### src/rtl/uart_tx_fifo_if.sv
// Byte-queue bus between the processor port / TX engine side and the uart_tx_fifo.
// The master side drives writes, flush and TXRDY; the slave side returns load, data and status.
interface uart_tx_fifo_if #(
  parameter int AW = 4
);
  logic          wr;
  logic [7:0]    din;
  logic          clr;
  logic          TXRDY;
  logic          load;
  logic [7:0]    OUT_PORT;
  logic          empty;
  logic          full;
  logic [AW:0]   count;
  logic          ovf;

  modport master (
    output wr, din, clr, TXRDY,
    input  load, OUT_PORT, empty, full, count, ovf
  );

  modport slave (
    input  wr, din, clr, TXRDY,
    output load, OUT_PORT, empty, full, count, ovf
  );
endinterface

### src/rtl/uart_tx_fifo.sv
// Circular byte buffer feeding a UART TX engine: one load pulse per byte, issued only
// when TXRDY is high, then held off until TX drops TXRDY or a busy timeout expires.
module uart_tx_fifo #(
  parameter int AW      = 4,
  parameter int BUSY_TO = 8
) (
  input  logic          clk,
  input  logic          rst,
  uart_tx_fifo_if.slave bus
);
  localparam int DEPTH = 2 ** AW;
  localparam int TW    = $clog2(BUSY_TO + 1);

  typedef enum logic [1:0] {IDLE, LOAD, WAIT_BUSY} state_t;

  logic [7:0]    mem [DEPTH];
  logic [AW-1:0] wptr_reg, rptr_reg;
  logic [AW:0]   count_reg;
  logic          ovf_reg;
  logic          load_reg;
  logic [7:0]    out_reg;
  state_t        state_reg, state_next;
  logic [TW-1:0] timer_reg, timer_next;

  logic empty_w, full_w, enq, drop, deq;

  assign empty_w = (count_reg == '0);
  assign full_w  = (count_reg == (AW+1)'(DEPTH));

  // Fullness is judged on the registered count, so a same-cycle dequeue never frees a slot.
  assign enq  = bus.wr && !full_w && !bus.clr;
  assign drop = bus.wr &&  full_w && !bus.clr;

  always_comb begin
    state_next = state_reg;
    timer_next = timer_reg;
    deq        = 1'b0;
    if (bus.clr) begin
      state_next = IDLE;
      timer_next = '0;
    end else begin
      case (state_reg)
        IDLE: begin
          if (bus.TXRDY && !empty_w) begin
            deq        = 1'b1;
            state_next = LOAD;
          end
        end
        LOAD: begin
          state_next = WAIT_BUSY;
          timer_next = '0;
        end
        WAIT_BUSY: begin
          // Give up after BUSY_TO cycles so a TX engine that never drops TXRDY cannot stall us.
          if (!bus.TXRDY || timer_reg == TW'(BUSY_TO - 1)) begin
            state_next = IDLE;
          end else begin
            timer_next = timer_reg + TW'(1);
          end
        end
        default: state_next = IDLE;
      endcase
    end
  end

  always_ff @(posedge clk or negedge rst) begin
    if (!rst) begin
      state_reg <= IDLE;
      timer_reg <= '0;
    end else begin
      state_reg <= state_next;
      timer_reg <= timer_next;
    end
  end

  always_ff @(posedge clk or negedge rst) begin
    if (!rst) begin
      wptr_reg  <= '0;
      rptr_reg  <= '0;
      count_reg <= '0;
      ovf_reg   <= 1'b0;
      load_reg  <= 1'b0;
      out_reg   <= 8'h00;
    end else if (bus.clr) begin
      wptr_reg  <= '0;
      rptr_reg  <= '0;
      count_reg <= '0;
      ovf_reg   <= 1'b0;
      load_reg  <= 1'b0;
    end else begin
      load_reg <= deq;
      if (enq) begin
        wptr_reg <= wptr_reg + AW'(1);
      end
      if (deq) begin
        rptr_reg <= rptr_reg + AW'(1);
        out_reg  <= mem[rptr_reg];
      end
      if (drop) begin
        ovf_reg <= 1'b1;
      end
      case ({enq, deq})
        2'b10:   count_reg <= count_reg + (AW+1)'(1);
        2'b01:   count_reg <= count_reg - (AW+1)'(1);
        default: count_reg <= count_reg;
      endcase
    end
  end

  // Storage is deliberately left out of reset so it can map onto RAM.
  always_ff @(posedge clk) begin
    if (enq) begin
      mem[wptr_reg] <= bus.din;
    end
  end

  assign bus.load     = load_reg;
  assign bus.OUT_PORT = out_reg;
  assign bus.count    = count_reg;
  assign bus.empty    = empty_w;
  assign bus.full     = full_w;
  assign bus.ovf      = ovf_reg;
endmodule

### src/flat_wrapper.sv
// flat-port wrapper written by rule: the top's interface ports become plain ports
module uart_tx_fifo_flat 
#(
  parameter int AW      = 4,
  parameter int BUSY_TO = 8
)
  (clk, rst, bus_wr, bus_din, bus_clr, bus_TXRDY, bus_load, bus_OUT_PORT, bus_empty, bus_full, bus_count, bus_ovf);
  uart_tx_fifo_if #(.AW(AW)) bus_i ();
  input  logic clk;
  input  logic rst;
  input wire logic [$bits(bus_i.wr)-1:0] bus_wr;
  input wire logic [$bits(bus_i.din)-1:0] bus_din;
  input wire logic [$bits(bus_i.clr)-1:0] bus_clr;
  input wire logic [$bits(bus_i.TXRDY)-1:0] bus_TXRDY;
  output wire logic [$bits(bus_i.load)-1:0] bus_load;
  output wire logic [$bits(bus_i.OUT_PORT)-1:0] bus_OUT_PORT;
  output wire logic [$bits(bus_i.empty)-1:0] bus_empty;
  output wire logic [$bits(bus_i.full)-1:0] bus_full;
  output wire logic [$bits(bus_i.count)-1:0] bus_count;
  output wire logic [$bits(bus_i.ovf)-1:0] bus_ovf;
  assign bus_i.wr = bus_wr;
  assign bus_i.din = bus_din;
  assign bus_i.clr = bus_clr;
  assign bus_i.TXRDY = bus_TXRDY;
  assign bus_load = bus_i.load;
  assign bus_OUT_PORT = bus_i.OUT_PORT;
  assign bus_empty = bus_i.empty;
  assign bus_full = bus_i.full;
  assign bus_count = bus_i.count;
  assign bus_ovf = bus_i.ovf;
  uart_tx_fifo #(.AW(AW), .BUSY_TO(BUSY_TO)) u_core (.clk(clk), .rst(rst), .bus(bus_i));
endmodule
### config.mk
export PLATFORM = sky130hd
export DESIGN_NAME = uart_tx_fifo_flat
export DESIGN_NICKNAME = d
export VERILOG_FILES = /design/src/rtl/uart_tx_fifo_if.sv /design/src/rtl/uart_tx_fifo.sv /design/src/flat_wrapper.sv
export SDC_FILE = /design/constraint.sdc
export NUM_CORES = 1
export LEC_CHECK = 0
export ABC_CLOCK_PERIOD_IN_PS = 6300
export CAP_MARGIN = 30
export CORE_MARGIN = 1.5
export CORE_UTILIZATION = 60
export CTS_BUF_LIST = sky130_fd_sc_hd__clkbuf_2
export DETAILED_ROUTE_END_ITERATION = 8
export PLACE_DENSITY = 0.9
export RECOVER_POWER = 100
export SLEW_MARGIN = 20
export SYNTH_ARGS = -nofsm -noshare
export SYNTH_HDL_FRONTEND = slang
export SYNTH_SLANG_ARGS = --single-unit
### constraint.sdc
create_clock -name clk -period 6.3 [get_ports clk]
set_clock_uncertainty 0.15 [all_clocks]
set_input_delay 1.26 -clock clk [delete_from_list [all_inputs] [get_ports clk]]
set_output_delay 1.26 -clock clk [all_outputs]
set_load 0.005 [all_outputs]
==> flow_metrics.env <==
export IMPL_syn_nets=385
export IMPL_vias_per_cell=6.13
export IMPL_cts_buffers=17
export IMPL_fp_row_count=37
export IMPL_numClockSinks=157
export IMPL_ys_async_sr_fraction_pct=18.5
export IMPL_fill_cells=663
export IMPL_regToRegStartpoint="u_core.bus.count[1]$_DFFE_PN0P_"
export IMPL_cts_tree="done"
export IMPL_required_ns=6.79
export IMPL_core_sq_um=10300
export IMPL_routed_wirelength_mm=11.9
export IMPL_slew_violations=30
export IMPL_p_sw_uw=699
export IMPL_utilization_pct=67.8
export IMPL_cp_num_buf_inv=2
export IMPL_synthXorXnorAreaFrac_pct=1.49
export IMPL_num_io_pins=30
export IMPL_netlist_instances=362
export IMPL_synthSimpleGateAreaFrac_pct=5.39
export IMPL_ir_worst_vdd_mv=0.161
export IMPL_holdCritPathClass="flip-flop to flip-flop"
export IMPL_final_hold_viol_count=0
export IMPL_timing_max_cap_violations=1
export IMPL_die_w_um=106
export IMPL_tns_ns=0
export IMPL_grt_use_total_pct=23.2
export IMPL_switching_share_pct=31.3
export IMPL_final_period_utilization_pct=68.4
export IMPL_netlist_area_sq_um=6390
export IMPL_largest_register_ffs=128
export IMPL_grt_max_degree=36
export IMPL_dr_pass1_iters=5
export IMPL_crit_path_end_kind="flip-flop"
export IMPL_worstHoldStart="u_core.bus.ovf$_DFFE_PN0P_"
export IMPL_cp_max_fo=19
export IMPL_ant_nets=0
export IMPL_cpLargestDelayFamily="simple AND/OR/NAND/NOR gates"
export IMPL_post_cts_setup_buffers=0
export IMPL_multiInputGateArea_sq_um=1670
export IMPL_grt_pass1_vias=3485
export IMPL_slowest_stage="o211a_1"
export IMPL_relSlewSlack_pct=-12.4
export IMPL_r2r_end="u_core.bus.count[4]$_DFFE_PN0P_"
export IMPL_period_needed_ns=4.31
export IMPL_p_seq_share_pct=55.8
export IMPL_gp_congestion=0.812
export IMPL_finalSetupViolCount=0
export IMPL_arrival_ns=4.80
export IMPL_timing_fmax_ghz=0.232
export IMPL_synth_top_family_by_area="multiplexers"
export IMPL_via_count=3359
export IMPL_path_cells="dlygate4sd3_1 -> nor3b_1 -> o211a_1 -> nand2_1 -> inv_1 -> ha_1 -> nor2b_1 -> o21a_1 -> or4_1 -> and3_1 -> nor3_1"
export IMPL_drive_gt1_share_pct=19.2
export IMPL_synth_compound_area_share_pct=4.84
export IMPL_worst_slew_pin_slew_ns=1.69
export IMPL_ys_flop_type="edfxtp_1"
export IMPL_io_buffers=29
export IMPL_synth_seq_area_share_pct=71.5
export IMPL_cts_repair_resize_count=0
export IMPL_hold_end="u_core.bus.ovf$_DFFE_PN0P_"
export IMPL_status="complete, but fails checks"
export IMPL_synth_cell_type_count=45
export IMPL_yosysWarningCount=0
export IMPL_hpwl_mm=7.75
export IMPL_h_tree_depth=4
export IMPL_cts_reportedPaths_clkPinSlew_ns=0.25
export IMPL_ff2ff_path_depth=10
export IMPL_layout_nets=422
export IMPL_die_area_sq_um=11300
export IMPL_power_leakage_nw=2.33
export IMPL_post_drt_wl_per_cell_um=21.8
export IMPL_r2r_slack_ns=2.56
export IMPL_pre_cts_ws_ns=1.40
export IMPL_worst_slack_ns=1.99
export IMPL_violations="max-capacitance violations, max-slew violations"
export IMPL_critPathMaxStageDelay_ns=0.64
export IMPL_drc=0
export IMPL_min_path_cells=2
export IMPL_grt_overflow_total=0
export IMPL_power_density_nw_per_um2=319
export IMPL_start_util_pct=61.9
export IMPL_share_comb_of_total_power_pct=20.6
export IMPL_dieHeight_um=106
export IMPL_grt_first_pass_wirelength_mm=18.6
export IMPL_antenna_found_initial=0
export IMPL_internal_power_mw=1.53
export IMPL_drt_iter0_markers=227
export IMPL_syn_avg_cell_area_sq_um=17.6
export IMPL_startpoint_type="primary input"
export IMPL_n_antenna_cell=0
export IMPL_rsz0062_at_grt="false"
export IMPL_clockBufferDepth=2
export IMPL_synth_edff_count=128
export IMPL_hold_buffers=0
export IMPL_ys_seq_elements=157
export IMPL_synth_adder_area_share_pct=2.08
export IMPL_clock_latency_ns=0.71
export IMPL_p_clk_share_pct=23.6
export IMPL_syn_to_final_growth_pct=9.64
export IMPL_root_buffer="clkbuf_2"
export IMPL_ff_latch_area_sq_um=4570
export IMPL_muxShareOfSynthArea_pct=12.9
export IMPL_crit_type="primary input to flip-flop"
## per-layer routing
metal | vias up | global-route usage, % | wire [um] | part of all wire (%)
li1 | 1497 | - | - | -
met1 | 1703 | 29.0 | 4560 | 38
met2 | 133 | 39.4 | 6450 | 54
met3 | 26 | 4.54 | 628 | 5.3
met4 | 0 | 10.6 | 296 | 2.5
met5 | - | 0 | 0 | 0
## placed cells by master, fill, tap and decap left out, drive strengths merged, types with 2 or more instances in the layout
cell and instances:
edfxtp 128, mux4 32, dlygate4sd3 29, dfrtp 29, nor2 27, clkbuf 23
inv 18, nand2 16, o22ai 16, a21oi 16, ha 9, mux2 8
xnor2 7, nor3 6, o21ai 5, nand2b 4, nand3 4, clkinv 4
xor2 3, or4 2, o211a 2, a21boi 2, or3 2, clkinvlp 2
and2 2
## cell usage after synthesis (6+ instances only)
| cell | count | share of area [%] |
|---|---|---|
| buf_2 | 6 | 0.47 |
| a21oi_1 | 16 | 1.3 |
| nand2_1 | 15 | 0.88 |
| inv_1 | 9 | 0.53 |
| dfrtp_1 | 29 | 11 |
| xnor2_1 | 6 | 0.82 |
| nor2_1 | 27 | 1.6 |
| mux2_2 | 8 | 1.4 |
| ha_1 | 9 | 1.8 |
| clkbuf_1 | 8 | 0.47 |
| o22ai_1 | 16 | 1.6 |
| mux4_2 | 32 | 11 |
| edfxtp_1 | 128 | 60 |
## worst min-delay path, delay by kind of cell, from the launching register on
family             cells  cell delay [ns]
DFF                    1             0.40
and+or+nand+nor        1             0.08
AOI/OAI and AO/OA      1             0.04
## power by group through the flow
stage | logic (mW) | registers (mW) | clock network [mW]
after floorplan | 0.312 | 1.24 | 0
after global placement | 0.462 | 1.27 | 0
after CTS | 0.490 | 1.25 | 0.535
after detailed placement | 0.486 | 1.27 | 0
after global routing | 0.506 | 1.25 | 0.580
final | 0.459 | 1.25 | 0.527
## cell families after synthesis
logic type / Yosys count
AOI/OAI and AO/OA: 48
xor gates and xnor gates: 10
adders and majority gates: 10
buffers and inverters: 27
DFF: 157
muxes: 41
and+or+nand+nor: 69
## worst max path at each step
stage,cells past startpoint,startpoint,to,slack (ns)
final,11,bus_TXRDY,u_core.bus.count[4]$_DFFE_PN0P_,1.99
after global routing,11,bus_TXRDY,u_core.bus.count[4]$_DFFE_PN0P_,1.81
after CTS,11,bus_clr,u_core.bus.count[4]$_DFFE_PN0P_,2.18
after detailed placement,11,bus_clr,u_core.bus.count[4]$_DFFE_PN0P_,1.40
after global placement,11,bus_clr,u_core.bus.count[4]$_DFFE_PN0P_,1.63
after floorplan,13,bus_clr,u_core.bus.count[4]$_DFFE_PN0P_,2.47
## per-stage QoR
stage	std cells	hold WS, ns	cell area [sq um]	total power, mW
after global routing	548	0.448	7000	2.34
after detailed placement	515	0.342	6810	1.76
after global placement	515	0.328	6810	1.73
after CTS	547	0.391	7050	2.27
final	548	0.390	7000	2.23
after floorplan	362	0.334	6390	1.56
## final cells by class
cell class,count,share of cell area [%]
well taps,136,2.43
inverters,9,0.482
flip-flops and latches,157,65.3
multi-input cells,178,23.9
repair buffers,36,4.57
clock inverters,15,2.13
clock buffers,17,1.21
Note: power is estimated with default switching activity, not from simulation.
